File: config.mk
export PLATFORM = sky130hd
export DESIGN_NAME = kontrolli_mbledhesit_serik
export DESIGN_NICKNAME = d
export VERILOG_FILES = /design/src/rtl/kontrolli_mbledhesit_serik.sv
export SDC_FILE = /design/constraint.sdc
export NUM_CORES = 1
export LEC_CHECK = 0
export BUFFER_PORTS_ARGS = -buffer_cell sky130_fd_sc_hd__buf_2
export CAP_MARGIN = 20
export CORE_MARGIN = 2
export CORE_UTILIZATION = 30
export CTS_CLUSTER_DIAMETER = 40
export CTS_CLUSTER_SIZE = 40
export DETAILED_ROUTE_END_ITERATION = 8
export SLEW_MARGIN = 20
export SYNTH_ARGS = -nofsm -noshare
export SYNTH_HDL_FRONTEND = slang
export SYNTH_SLANG_ARGS = --single-unit
File: constraint.sdc
create_clock -name Clock -period 3.9 [get_ports Clock]
set_input_delay 0.585 -clock Clock [delete_from_list [all_inputs] [get_ports Clock]]
set_output_delay 0.585 -clock Clock [all_outputs]
set_load 0.02 [all_outputs]
File: src/rtl/kontrolli_mbledhesit_serik.sv
// Bit-serial add/subtract sequencer. One external full-adder cell is reused
// for WIDTH cycles, starting from the LSB, to build a WIDTH-bit result and its flags.
module kontrolli_mbledhesit_serik #(
  parameter int WIDTH = 16
) (
  input  logic             Clock,
  input  logic             ResetN,
  input  logic             Start,
  input  logic             Sub,
  input  logic [WIDTH-1:0] OpA,
  input  logic [WIDTH-1:0] OpB,
  output logic             FA_A,
  output logic             FA_B,
  output logic             FA_CIN,
  input  logic             FA_Shuma,
  input  logic             FA_COUT,
  output logic             Busy,
  output logic             Done,
  output logic [WIDTH-1:0] Result,
  output logic             COUT,
  output logic             Overflow,
  output logic             Zero,
  output logic [1:0]       dbg_state_o
);

  localparam int CNT_W = (WIDTH > 1) ? $clog2(WIDTH) : 1;
  localparam logic [CNT_W-1:0] LAST_BIT = CNT_W'(WIDTH - 1);

  // Handshake: Start is accepted only in ST_IDLE or ST_DONE. Done is high for
  // exactly one cycle. Start is ignored while Busy is high.
  typedef enum logic [1:0] {
    ST_IDLE = 2'd0,
    ST_RUN  = 2'd1,
    ST_DONE = 2'd2
  } state_t;

  state_t           state_q, state_d;
  logic [WIDTH-1:0] sa_q, sa_d;
  logic [WIDTH-1:0] sb_q, sb_d;
  logic             carry_q, carry_d;
  logic [CNT_W-1:0] cnt_q, cnt_d;
  logic [WIDTH-1:0] result_q, result_d;
  logic             cout_q, cout_d;
  logic             ovf_q, ovf_d;
  logic             zero_q, zero_d;

  logic             run;
  logic             accept;
  logic [WIDTH-1:0] shifted_result;

  assign run            = (state_q == ST_RUN);
  assign accept         = Start && ((state_q == ST_IDLE) || (state_q == ST_DONE));
  assign shifted_result = {FA_Shuma, result_q[WIDTH-1:1]};

  // The cell sees live operand bits only while running. Otherwise it sees 0.
  assign FA_A   = run & sa_q[0];
  assign FA_B   = run & sb_q[0];
  assign FA_CIN = run & carry_q;

  assign Busy        = run;
  assign Done        = (state_q == ST_DONE);
  assign Result      = result_q;
  assign COUT        = cout_q;
  assign Overflow    = ovf_q;
  assign Zero        = zero_q;
  assign dbg_state_o = state_q;

  always_ff @(posedge Clock or negedge ResetN) begin
    if (!ResetN) begin
      state_q  <= ST_IDLE;
      sa_q     <= '0;
      sb_q     <= '0;
      carry_q  <= 1'b0;
      cnt_q    <= '0;
      result_q <= '0;
      cout_q   <= 1'b0;
      ovf_q    <= 1'b0;
      zero_q   <= 1'b0;
    end else begin
      state_q  <= state_d;
      sa_q     <= sa_d;
      sb_q     <= sb_d;
      carry_q  <= carry_d;
      cnt_q    <= cnt_d;
      result_q <= result_d;
      cout_q   <= cout_d;
      ovf_q    <= ovf_d;
      zero_q   <= zero_d;
    end
  end

  always_comb begin
    state_d  = state_q;
    sa_d     = sa_q;
    sb_d     = sb_q;
    carry_d  = carry_q;
    cnt_d    = cnt_q;
    result_d = result_q;
    cout_d   = cout_q;
    ovf_d    = ovf_q;
    zero_d   = zero_q;

    case (state_q)
      ST_RUN: begin
        sa_d     = sa_q >> 1;
        sb_d     = sb_q >> 1;
        result_d = shifted_result;
        carry_d  = FA_COUT;
        if (cnt_q == LAST_BIT) begin
          // Overflow is the carry into the MSB XOR the carry out of the MSB.
          cout_d  = FA_COUT;
          ovf_d   = FA_CIN ^ FA_COUT;
          zero_d  = (shifted_result == '0);
          state_d = ST_DONE;
        end else begin
          cnt_d = cnt_q + CNT_W'(1);
        end
      end
      ST_DONE: begin
        state_d = ST_IDLE;
      end
      default: begin
        state_d = ST_IDLE;
      end
    endcase

    // Subtraction is A + ~B + 1: invert B here and start with the carry set.
    if (accept) begin
      sa_d     = OpA;
      sb_d     = OpB ^ {WIDTH{Sub}};
      carry_d  = Sub;
      cnt_d    = '0;
      result_d = '0;
      cout_d   = 1'b0;
      ovf_d    = 1'b0;
      zero_d   = 1'b0;
      state_d  = ST_RUN;
    end
  end

endmodule

# Word-level counts from Yosys, hierarchy flattened

Cells that the tools add are included.

$add $sub $neg: 1
Multiply operators: 0
Div/mod/pow operators: 0
Magnitude comparators: 0
Eq/ne operators: 5
Shift-type cells: 0
Multiplexer cells: 23
Bitwise gates (word level): 5
Reduce and logical (&&, ||, !) cells: 8

Operator list:

| cell                                                                     | count |
|---|---|
| 16-bit two-way mux                                                       | 6 |
| 16-bit zero test                                                         | 1 |
| 16-bit XOR                                                               | 1 |
| 4-bit two-way mux                                                        | 3 |
| 1-bit two-way mux                                                        | 11 |
| 2-bit two-way mux                                                        | 3 |
| 4-bit by 1-bit adder with 4-bit output (second input constant)           | 1 |
| 4-bit == test (second input constant)                                    | 1 |
| 2-bit AND reduction                                                      | 2 |
| 2-bit nonzero test                                                       | 2 |
| 1-bit AND                                                                | 3 |
| 3-bit by 1-bit inequality test with 1-bit output (second input constant) | 1 |
| 2-bit by 1-bit == test with 1-bit output (second input constant)         | 1 |
| 2-bit == test (second input constant)                                    | 1 |
| 2-bit zero test                                                          | 1 |
| 2-bit inequality test (second input constant)                            | 1 |
| 1-bit logical AND                                                        | 1 |
| 1-bit logical OR                                                         | 1 |
| 1-bit XOR                                                                | 1 |

Bits in registers: 58
Latch bits: 0
RAM bits: 0
Memory bits (read-only): 0
Word-level logic and storage cells: 51
Memories kept: 0

# Longest topological paths before layout

Gate-level depths: netlist (run 1).

Depth in word-level cells: 6
Gate-level depth with buffers: 5

# Worst setup path after synthesis (run 1)

Ideal clock, no wire load.

Path type: reg-to-output
Start point: register state_q[1], in the netlist dbg_state_o[1]
End point: output port FA_A
Data arrival time: 1.308 ns
Required time: 3.315 ns
Path slack: 2.007 ns
Stages on the path, launching flop included: 5
Path buffers: 1
Cell sequence: dfrtp_1 nand2b_2 inv_2 buf_2 and2_1

Cells in the longest elaborated chain, start to end: 2

Ends and longest elaborated chain:

| item                                     | RTL line | text |
|---|---|---|
| from (decl)                              | 37       | `state_t state_q, state_d;` |
| from (signal assigned)                   | 80       | `state_q <= state_d;` |
| 2-bit by 1-bit == test with 1-bit output | 51       | `assign run = (state_q == ST_RUN);` |
| named net Busy                           | 17       | `output logic Busy,` |
| 1-bit AND                                | 56       | `assign FA_A = run & sa_q[0];` |
| to (decl)                                | 12       | `output logic FA_A,` |

The timed path passes the listed nets, and every way through them passes these cells.

# Worst setup path after layout (run 1)

Start point: register state_q[1], in the netlist dbg_state_o[1]
End point: output port FA_CIN

Cells in the longest elaborated chain, start to end: 2

Ends and longest elaborated chain:

| item                                     | RTL line | text |
|---|---|---|
| 2-bit by 1-bit == test with 1-bit output | 51       |  |
| 1-bit AND                                | 58       | `assign FA_CIN = run & carry_q;` |
| to (decl)                                | 14       | `output logic FA_CIN,` |

No other way between the ends.

==> flow_summary.yaml, run 1 <==
timing:
  hold-worst-slack_ns: 0.278
  max_freq_ghz: 0.387
  setup_viol: 0
  finalCritPeriodShare_pct: 66.3
  worst_pin_slew_ns: 0.906
  skew_ns: 0.00837
  maxSlewViolCount: 0
  min_period_ns: 2.58
  rsz0062_at_grt: "false"
  tns_ns: 0
  hold_viol: 0
  max_slew_margin_pct: 39.6
  setup_slack_ns: 1.32
cells_and_area:
  stdcell_area_sq_um: 3130
  layout_commonest_cell: "buf_2"
  multi_input_area_sq_um: 1030
  syn2layout_area_growth_pct: 20.7
  fillers: 845
  seq_area_sq_um: 1450
  nets: 340
  drive_gt1_share_pct: 27.5
  final_cell_mix: "63 x buf_2, 58 x dfrtp_1, 30 x nor2_1"
  insertedDiodeCount: 0
clock_network:
  cts_tree: "built"
  numCtsBuffers: 9
  htree_levels: 3
  cts_root_buffer: "clkbuf_8"
  clk_path_buf_depth: 2
  cts_hold_buf: 0
  cts_resized: 0
  clk_latency_ns: 0.33
  cts_setup_buffers: 0
  clk_pin_slew_worst_paths_ns: 0.07
  clkSinkCount: 58
pwr:
  p_leak_nw: 1.48
  finalPower_w: 0.00260
  ir_worst_vdd_mv: 0.270
  power_density_nw_per_um2: 831
floorplanning:
  dieWidth_um: 97.0
  num_rows: 33
  core_sq_um: 8300
  die_area_sq_um: 9410
  fp.dieH_um: 97.0
  start_util_pct: 31.3
  io_pins: 64
worst_setup_path:
  crit_path_start_kind: "flip-flop"
  cp.arrival_ns: 2.00
  crit_fanout: 30
  worstSetupPathType: "reg -> out"
  critical_path.endpoint_type: "output pin"
  worst_ep_required_time_ns: 3.31
route:
  post-route-drc-count: 0
  wl_per_cell_um: 14.4
  num_vias: 2020
  postRouteAntennaNets: 0
  wirelength_mm: 5.93
  first_pass_iters: 4
  viasPerCell: 4.91
  drt-initial-drc-count: 81
logic_synthesis:
  synth-compound-area-share_pct: 19.1
  synth_top_family_by_area: "compound AO/OA/AOI/OAI gates"
  syn_area_sq_um: 2600
  synth-async-reset-ratio_pct: 100
  synthCells: 243
  ys_ff_latch: 58
  synthMuxAreaShare_pct: 0
  yosys_warnings: 0
  synthSimpleGateAreaFrac_pct: 14.3
  seq_area_frac_synth_pct: 55.9
  synth_ff_type: "dfrtp_1"
  synth-xor-area-share_pct: 5.73
  synth-edff-count: 0
  synthesis.nets: 282
  avgSynthCellArea_sq_um: 10.7
  synthAdderAreaFrac_pct: 0.482
  netlist-cell-type-count: 37
grt:
  grt_max_degree: 49
  grt_pass1_vias: 1954
  grt_use_total_pct: 13.3
  antenna_found_initial: 0
  grt-ovfl-total: 0
  grt_pass1_wl_mm: 10.0
place:
  place.gp.congestion: 0.740
  hpwl_mm: 3.99
  port_buffers: 63
  placed_cell_area_sq_um: 2960
  place_ws_ns: 1.54
run_status:
  status: "complete, no violations"
run:
  cap_violations: 0
hold_path:
  worstHoldPathType: "in -> async"
==> critical path, stage by stage, from the launching register on <==
cell      delay (ns)
dfrtp_1         0.41
nand2b_2        0.40
inv_2           0.47
and2_1          0.22
buf_2           0.17
==> layer usage <==
| layer | up-vias | share of wire, % | global-route usage (%) |
|---|---|---|---|
| met1 | 956 | 47 | 19.0 |
| met4 | 0 | 0.76 | 3.58 |
| li1 | 991 | - | - |
| met2 | 69 | 46 | 19.4 |
| met3 | 4 | 6.2 | 4.34 |
| met5 | - | 0 | 0 |
==> state kept, by name, indices dropped and copies added, names as in the netlist <==
register     cells
COUT             1
Result          16
dbg_state_o      2
cnt_q            4
sb_q            16
Overflow         1
carry_q          1
Zero             1
sa_q            16
==> synthesized netlist by cell type (all sizes together), types with 2 or more instances <==
cell | instances | area, sq um
dfrtp | 58 | 1450
nor2 | 31 | 124
nand2 | 28 | 105
a22o | 17 | 149
xnor2 | 17 | 149
a221o | 16 | 160
buf | 16 | 90.1
a31oi | 12 | 75.1
inv | 5 | 18.8
nand3 | 4 | 20.0
nor4 | 4 | 25.0
o21ai | 4 | 20.0
and2 | 3 | 18.8
o211ai | 3 | 22.5
o31ai | 3 | 22.5
a21oi | 2 | 10.0
a22oi | 2 | 15.0
clkbuf | 2 | 7.51
nand2b | 2 | 15.0
nor2b | 2 | 12.5
nor3 | 2 | 10.0
or3 | 2 | 12.5
==> stage by stage <==
step,utilization [%],instances
finish,37.8,411
global placement,35.7,395
floorplan,-,243
CTS,37.8,411
global route,37.8,411
detailed placement,35.7,395
==> cell type report <==
cell class | instances | share of cell area, %
sequential | 58 | 46.3
multi-input combinational | 162 | 32.9
timing repair buffer | 65 | 10.5
clock buffer | 11 | 4.51
tap | 105 | 4.19
clock inverter | 5 | 0.958
inverter | 5 | 0.599
==> power by group <==
part / total, W / internal (W) / switching [W]
logic: 0.00105 / 0.000436 / 0.000613
clock network: 0.000480 / 0.000244 / 0.000236
registers: 0.00107 / 0.000874 / 0.000200
==> cells by family after synthesis <==
group,Yosys count
and+or+nand+nor,82
AOI/OAI and AO/OA,62
DFF,58
buffers and inverters,23
xor gates and xnor gates,17
adders and majority gates,1
==> final timing paths <==
kind | startpoint | end | slack, ns | cells past startpoint
worst min-delay path | ResetN | Result[8] | 0.28 | 1
min in group Clock | OpA[0] | sa_q[0] | 0.49 | 3
worst max register to register | dbg_state_o[0] | sb_q[14] | 1.53 | 5
worst max-delay path | dbg_state_o[1] | FA_CIN | 1.32 | 4
max in group asynchronous | ResetN | sb_q[15] | 2.79 | 2
worst min register to register | sa_q[0] | sa_q[0] | 0.50 | 2
(Power assumes the default switching activity.)
==> run 2, diff against run 1 <==
==> constraint.sdc (replaced) <==
create_clock -name Clock -period 2.29 [get_ports Clock]
set_input_delay 0.3435 -clock Clock [delete_from_list [all_inputs] [get_ports Clock]]
set_output_delay 0.3435 -clock Clock [all_outputs]
set_load 0.02 [all_outputs]
==> run 2 against run 1 <==
Effect of this change: core utilization increased by 1.3 points; clock skew down 0.00098 ns; highest routed layer unchanged; final area increased by 3.5%; register-to-register slack lost 0.86 ns.
==> flow_summary.yaml, run 2 (same netlist as run 1, synthesis figures left out) <==
pwr:
  p_leak_nw: 1.54
  seqPwrFrac_pct: 38.6
  combPwrFrac_pct: 38.7
  ir_worst_vdd_mv: 0.467
  clkPwrFrac_pct: 22.7
  p_switching_w: 0.00181
  switching_share_pct: 38.0
  p_int_w: 0.00294
  power_density_nw_per_um2: 1460
timing:
  rsz0062_at_grt: "false"
  maxSlewViolCount: 0
  min_period_ns: 1.88
  setup_viol: 0
  finalCritPeriodShare_pct: 82.1
  tns_ns: 0
  setup_slack_ns: 0.411
  max_slew_margin_pct: 49.6
  worst_pin_slew_ns: 0.754
  hold_viol: 0
  max_freq_ghz: 0.532
  skew_ns: 0.00739
route:
  post-route-drc-count: 0
  drt-initial-drc-count: 97
  viasPerCell: 4.94
  num_vias: 2055
  postRouteAntennaNets: 0
  first_pass_iters: 4
  wl_per_cell_um: 14.3
  wirelength_mm: 5.96
worst_setup_path:
  r2r-start: "dbg_state_o[0]"
  r2r_slack_ns: 0.67
  crit_buf_inv: 2
  worstSetupPathType: "reg -> out"
  rr_endpoint: "sb_q[3]"
  worst_ep_required_time_ns: 1.95
  crit_slowest_cell: "dfrtp_1"
  critPathMaxStageDelay_ns: 0.39
  crit_fanout: 18
  cp.arrival_ns: 1.54
  cp_top_family: "buffers and inverters"
  crit_path_cell_trace: "nand2b_2 -> inv_2 -> and2_1 -> buf_2"
  crit_path_start_kind: "flip-flop"
  critical_path.endpoint_type: "output pin"
  reg2reg_depth: 4
clock_network:
  clk_path_buf_depth: 2
  cts_resized: 0
  cts_root_buffer: "clkbuf_8"
  htree_levels: 3
  clkSinkCount: 58
  numCtsBuffers: 9
  clk_latency_ns: 0.33
  clk_pin_slew_worst_paths_ns: 0.06
  cts_setup_buffers: 0
  cts_hold_buf: 1
  cts_tree: "built"
floorplanning:
  start_util_pct: 31.3
  io_pins: 64
  die_area_sq_um: 9410
  num_rows: 33
  dieWidth_um: 97.0
  core_sq_um: 8300
  fp.dieH_um: 97.0
place:
  place_ws_ns: 0.632
  place.gp.congestion: 0.684
  port_buffers: 63
  hpwl_mm: 4.11
hold_path:
  min_from: "OpA[14]"
  min_to: "sa_q[14]"
  worstHoldPathType: "in -> reg"
  hold_path_depth: 3
cells_and_area:
  layout_commonest_cell: "buf_2"
  drive_gt1_share_pct: 28.3
  nets: 345
  syn2layout_area_growth_pct: 25.0
  insertedDiodeCount: 0
  fillers: 850
  final_cell_mix: "63 x buf_2, 58 x dfrtp_1, 30 x nor2_1"
run:
  cap_violations: 0
grt:
  grt_max_degree: 40
  antenna_found_initial: 0
  grt_pass1_vias: 2030
  grt_pass1_wl_mm: 10.2
  grt-ovfl-total: 0
  grt_use_total_pct: 13.4
run_status:
  status: "complete, no violations"
[run 2: tightest hold or removal path, cell delays in order]
cell	delay, ns
buf_2	0.09
a22oi_1	0.06
nand2_1	0.05
[run 2: how the worst max path moves through the flow]
stage / cells after the start / endpoint / from / slack, ns
floorplan: 4 / FA_A / dbg_state_o[1] / 0.64
global placement: 4 / sa_q[12] / dbg_state_o[0] / 0.70
detailed placement: 4 / sa_q[2] / dbg_state_o[0] / 0.63
CTS: 4 / FA_CIN / dbg_state_o[1] / 0.37
global route: 4 / FA_CIN / dbg_state_o[1] / 0.29
finish: 4 / FA_CIN / dbg_state_o[1] / 0.41
[run 2: power by group through the flow]
| stage | logic (W) | clock network (W) | registers, W |
|---|---|---|---|
| floorplan | 0.00123 | 0 | 0.00193 |
| global placement | 0.00183 | 0 | 0.00183 |
| detailed placement | 0.00188 | 0 | 0.00184 |
| CTS | 0.00188 | 0.00111 | 0.00183 |
| global route | 0.00206 | 0.00115 | 0.00190 |
| finish | 0.00184 | 0.00108 | 0.00183 |
[run 2: area by class of cell]
type	instances	area, sq um	area share [%]
timing repair buffer	70	383	11.8
inverter	5	18.8	0.578
multi-input combinational	162	1030	31.8
clock inverter	4	73.8	2.28
tap	105	131	4.05
sequential	58	1450	44.7
clock buffer	12	155	4.78
[run 2: per-stage QoR]
stage | cell area [sq um] | total power [W] | hold slack [ns] | utilization, % | cells
CTS | 3240 | 0.00482 | 0.222 | 39.1 | 416
floorplan | 2600 | 0.00316 | 0.0479 | - | 243
global route | 3240 | 0.00511 | 0.222 | 39.1 | 416
global placement | 3010 | 0.00366 | 0.355 | 36.2 | 399
finish | 3240 | 0.00475 | 0.244 | 39.1 | 416
detailed placement | 3010 | 0.00372 | 0.353 | 36.2 | 399
[run 2: layer usage]
metal	share of wire [%]	vias to the layer above	track usage, %
met5	0	-	0
met4	1.0	0	3.79
met3	4.7	6	3.97
met2	47	57	20.4
met1	48	991	18.7
li1	-	1001	-
==> run 3, diff against run 2 <==
==> constraint.sdc (replaced) <==
create_clock -name Clock -period 1.7 [get_ports Clock]
set_input_delay 0.255 -clock Clock [delete_from_list [all_inputs] [get_ports Clock]]
set_output_delay 0.255 -clock Clock [all_outputs]
set_load 0.02 [all_outputs]
==> run 3 against run 2 <==
Effect of this change: sequential share of layout area is 1.3 points lower; critical path type unchanged; wire length is 0.35% lower; global-route usage is 0.095 points lower; combinational power is 46% higher; sequential cell count stayed put; worst setup slack worse by 0.34 ns.
==> flow_summary.yaml, run 3 (same netlist as run 1, synthesis figures left out) <==
run_status:
  status: "complete, no violations"
grt:
  grt_pass1_wl_mm: 10.1
  grt_max_degree: 59
  globalRouteMet1Util_pct: 18.3
  met3_usage_pct: 2.82
  antenna_found_initial: 0
  grt_pass1_vias: 2065
  gr-max-usage-layer: "met2"
  grt_use_total_pct: 13.3
  grt-ovfl-total: 0
  grt_util_met2_pct: 20.1
run:
  cap_violations: 0
clock_network:
  numCtsBuffers: 9
  cts_tree: "built"
  clk_latency_ns: 0.33
  htree_levels: 3
  cts_root_buffer: "clkbuf_8"
  clkSinkCount: 58
  clk_path_buf_depth: 2
  clk_pin_slew_worst_paths_ns: 0.06
cells_and_area:
  nets: 353
  final_cell_mix: "61 x buf_2, 58 x dfrtp_1, 30 x nor2_1"
  insertedDiodeCount: 0
  drive_gt1_share_pct: 30.4
  layout_commonest_cell: "buf_2"
  syn2layout_area_growth_pct: 28.7
  stdcell_area_sq_um: 3340
floorplanning:
  fp.dieH_um: 97.0
  num_rows: 33
  io_pins: 64
  die_area_sq_um: 9410
  core_sq_um: 8300
  start_util_pct: 31.3
  dieWidth_um: 97.0
pwr:
  p_leak_nw: 1.58
  power_density_nw_per_um2: 1990
  ir_worst_vdd_mv: 0.572
hold_path:
  worstHoldPathType: "in -> reg"
route:
  post-route-drc-count: 0
  postRouteAntennaNets: 0
  wirelength_mm: 5.94
  viasPerCell: 4.89
  wl_per_cell_um: 14.0
  first_pass_iters: 4
  num_vias: 2075
  drt-initial-drc-count: 78
worst_setup_path:
  reg2reg_depth: 4
  crit_end: "FA_A"
  worst_ep_required_time_ns: 1.44
  cp-startpoint: "dbg_state_o[0]"
  cp.arrival_ns: 1.37
  r2r_slack_ns: 0.16
  rr_endpoint: "sb_q[2]"
  worstSetupPathType: "reg -> out"
  crit_path_start_kind: "flip-flop"
  crit_fanout: 6
  critical_path.endpoint_type: "output pin"
  r2r-start: "dbg_state_o[0]"
place:
  port_buffers: 63
  hpwl_mm: 4.04
  placed_cell_area_sq_um: 3050
  place.gp.congestion: 0.754
timing:
  hold_viol: 0
  setup_viol: 0
  finalCritPeriodShare_pct: 95.8
  hold-worst-slack_ns: 0.152
  worst_pin_slew_ns: 0.737
  maxSlewViolCount: 0
  max_freq_ghz: 0.614
  max_slew_margin_pct: 50.8
  min_period_ns: 1.63
  skew_ns: 0.00605
==> run 3: cell count changes in the layout (fill, tap and decap cells not counted), sizes merged <==
| cell | change |
|---|---|
| clkinvlp | +1 |
| buf | +8 |
| clkinv | -1 |
==> run 3: worst min-delay path by stage <==
| stage | to | cells past startpoint | start | slack [ns] |
|---|---|---|---|---|
| finish | sa_q[14] | 3 | OpA[14] | 0.15 |
| floorplan | COUT | 0 | ResetN | -0.04 |
| global placement | Overflow | 2 | ResetN | 0.29 |
| detailed placement | sa_q[0] | 2 | ResetN | 0.29 |
| global route | sa_q[14] | 3 | OpA[14] | 0.15 |
| CTS | sa_q[14] | 3 | OpA[14] | 0.14 |
==> run 3: power breakdown <==
group	leakage, nW	internal, W	switching [W]
sequential	0.732	0.00200	0.000456
clock	0.119	0.000943	0.000546
combinational	0.734	0.00122	0.00148
==> run 3: routing by layer <==
| layer | up-vias | share of wire [%] |
|---|---|---|
| met2 | 55 | 47 |
| met4 | 0 | 1.1 |
| met3 | 6 | 4.4 |
| met5 | - | 0 |
| met1 | 999 | 47 |
| li1 | 1015 | - |
==> run 3: layout make-up <==
type / instances / area [sq um]
clock buffer: 12 / 165
timing repair buffer: 78 / 464
sequential: 58 / 1450
multi-input combinational: 162 / 1040
tap: 105 / 131
fill: 828 / 4960
inverter: 5 / 21.3
clock inverter: 4 / 72.6
==> run 3: what timing repair did <==
action                                 in CTS  in global routing
resized for setup                           3                  2
endpoints found under the hold margin      58                  0
hold buffers                                1                  0
setup buffers                               4                  0
setup endpoints to repair                   2                  2
==> run 3: critical path, cell delays in order, from the launching register on <==
cell	delay [ns]
dfrtp_1	0.45
nand2b_4	0.12
inv_4	0.06
buf_6	0.12
and2_1	0.15
buf_4	0.15
==> run 3: stage by stage <==
step	setup TNS (ns)	power [W]	instances	worst slack (ns)	utilization (%)
after floorplan	0	0.00426	243	0.137	-
after detailed placement	0	0.00509	403	0.143	36.7
after global routing	-0.00609	0.00714	424	-0.00609	40.3
after CTS	0	0.00670	424	0.00562	40.2
final	0	0.00664	424	0.0706	40.3
after global placement	0	0.00502	403	0.203	36.7
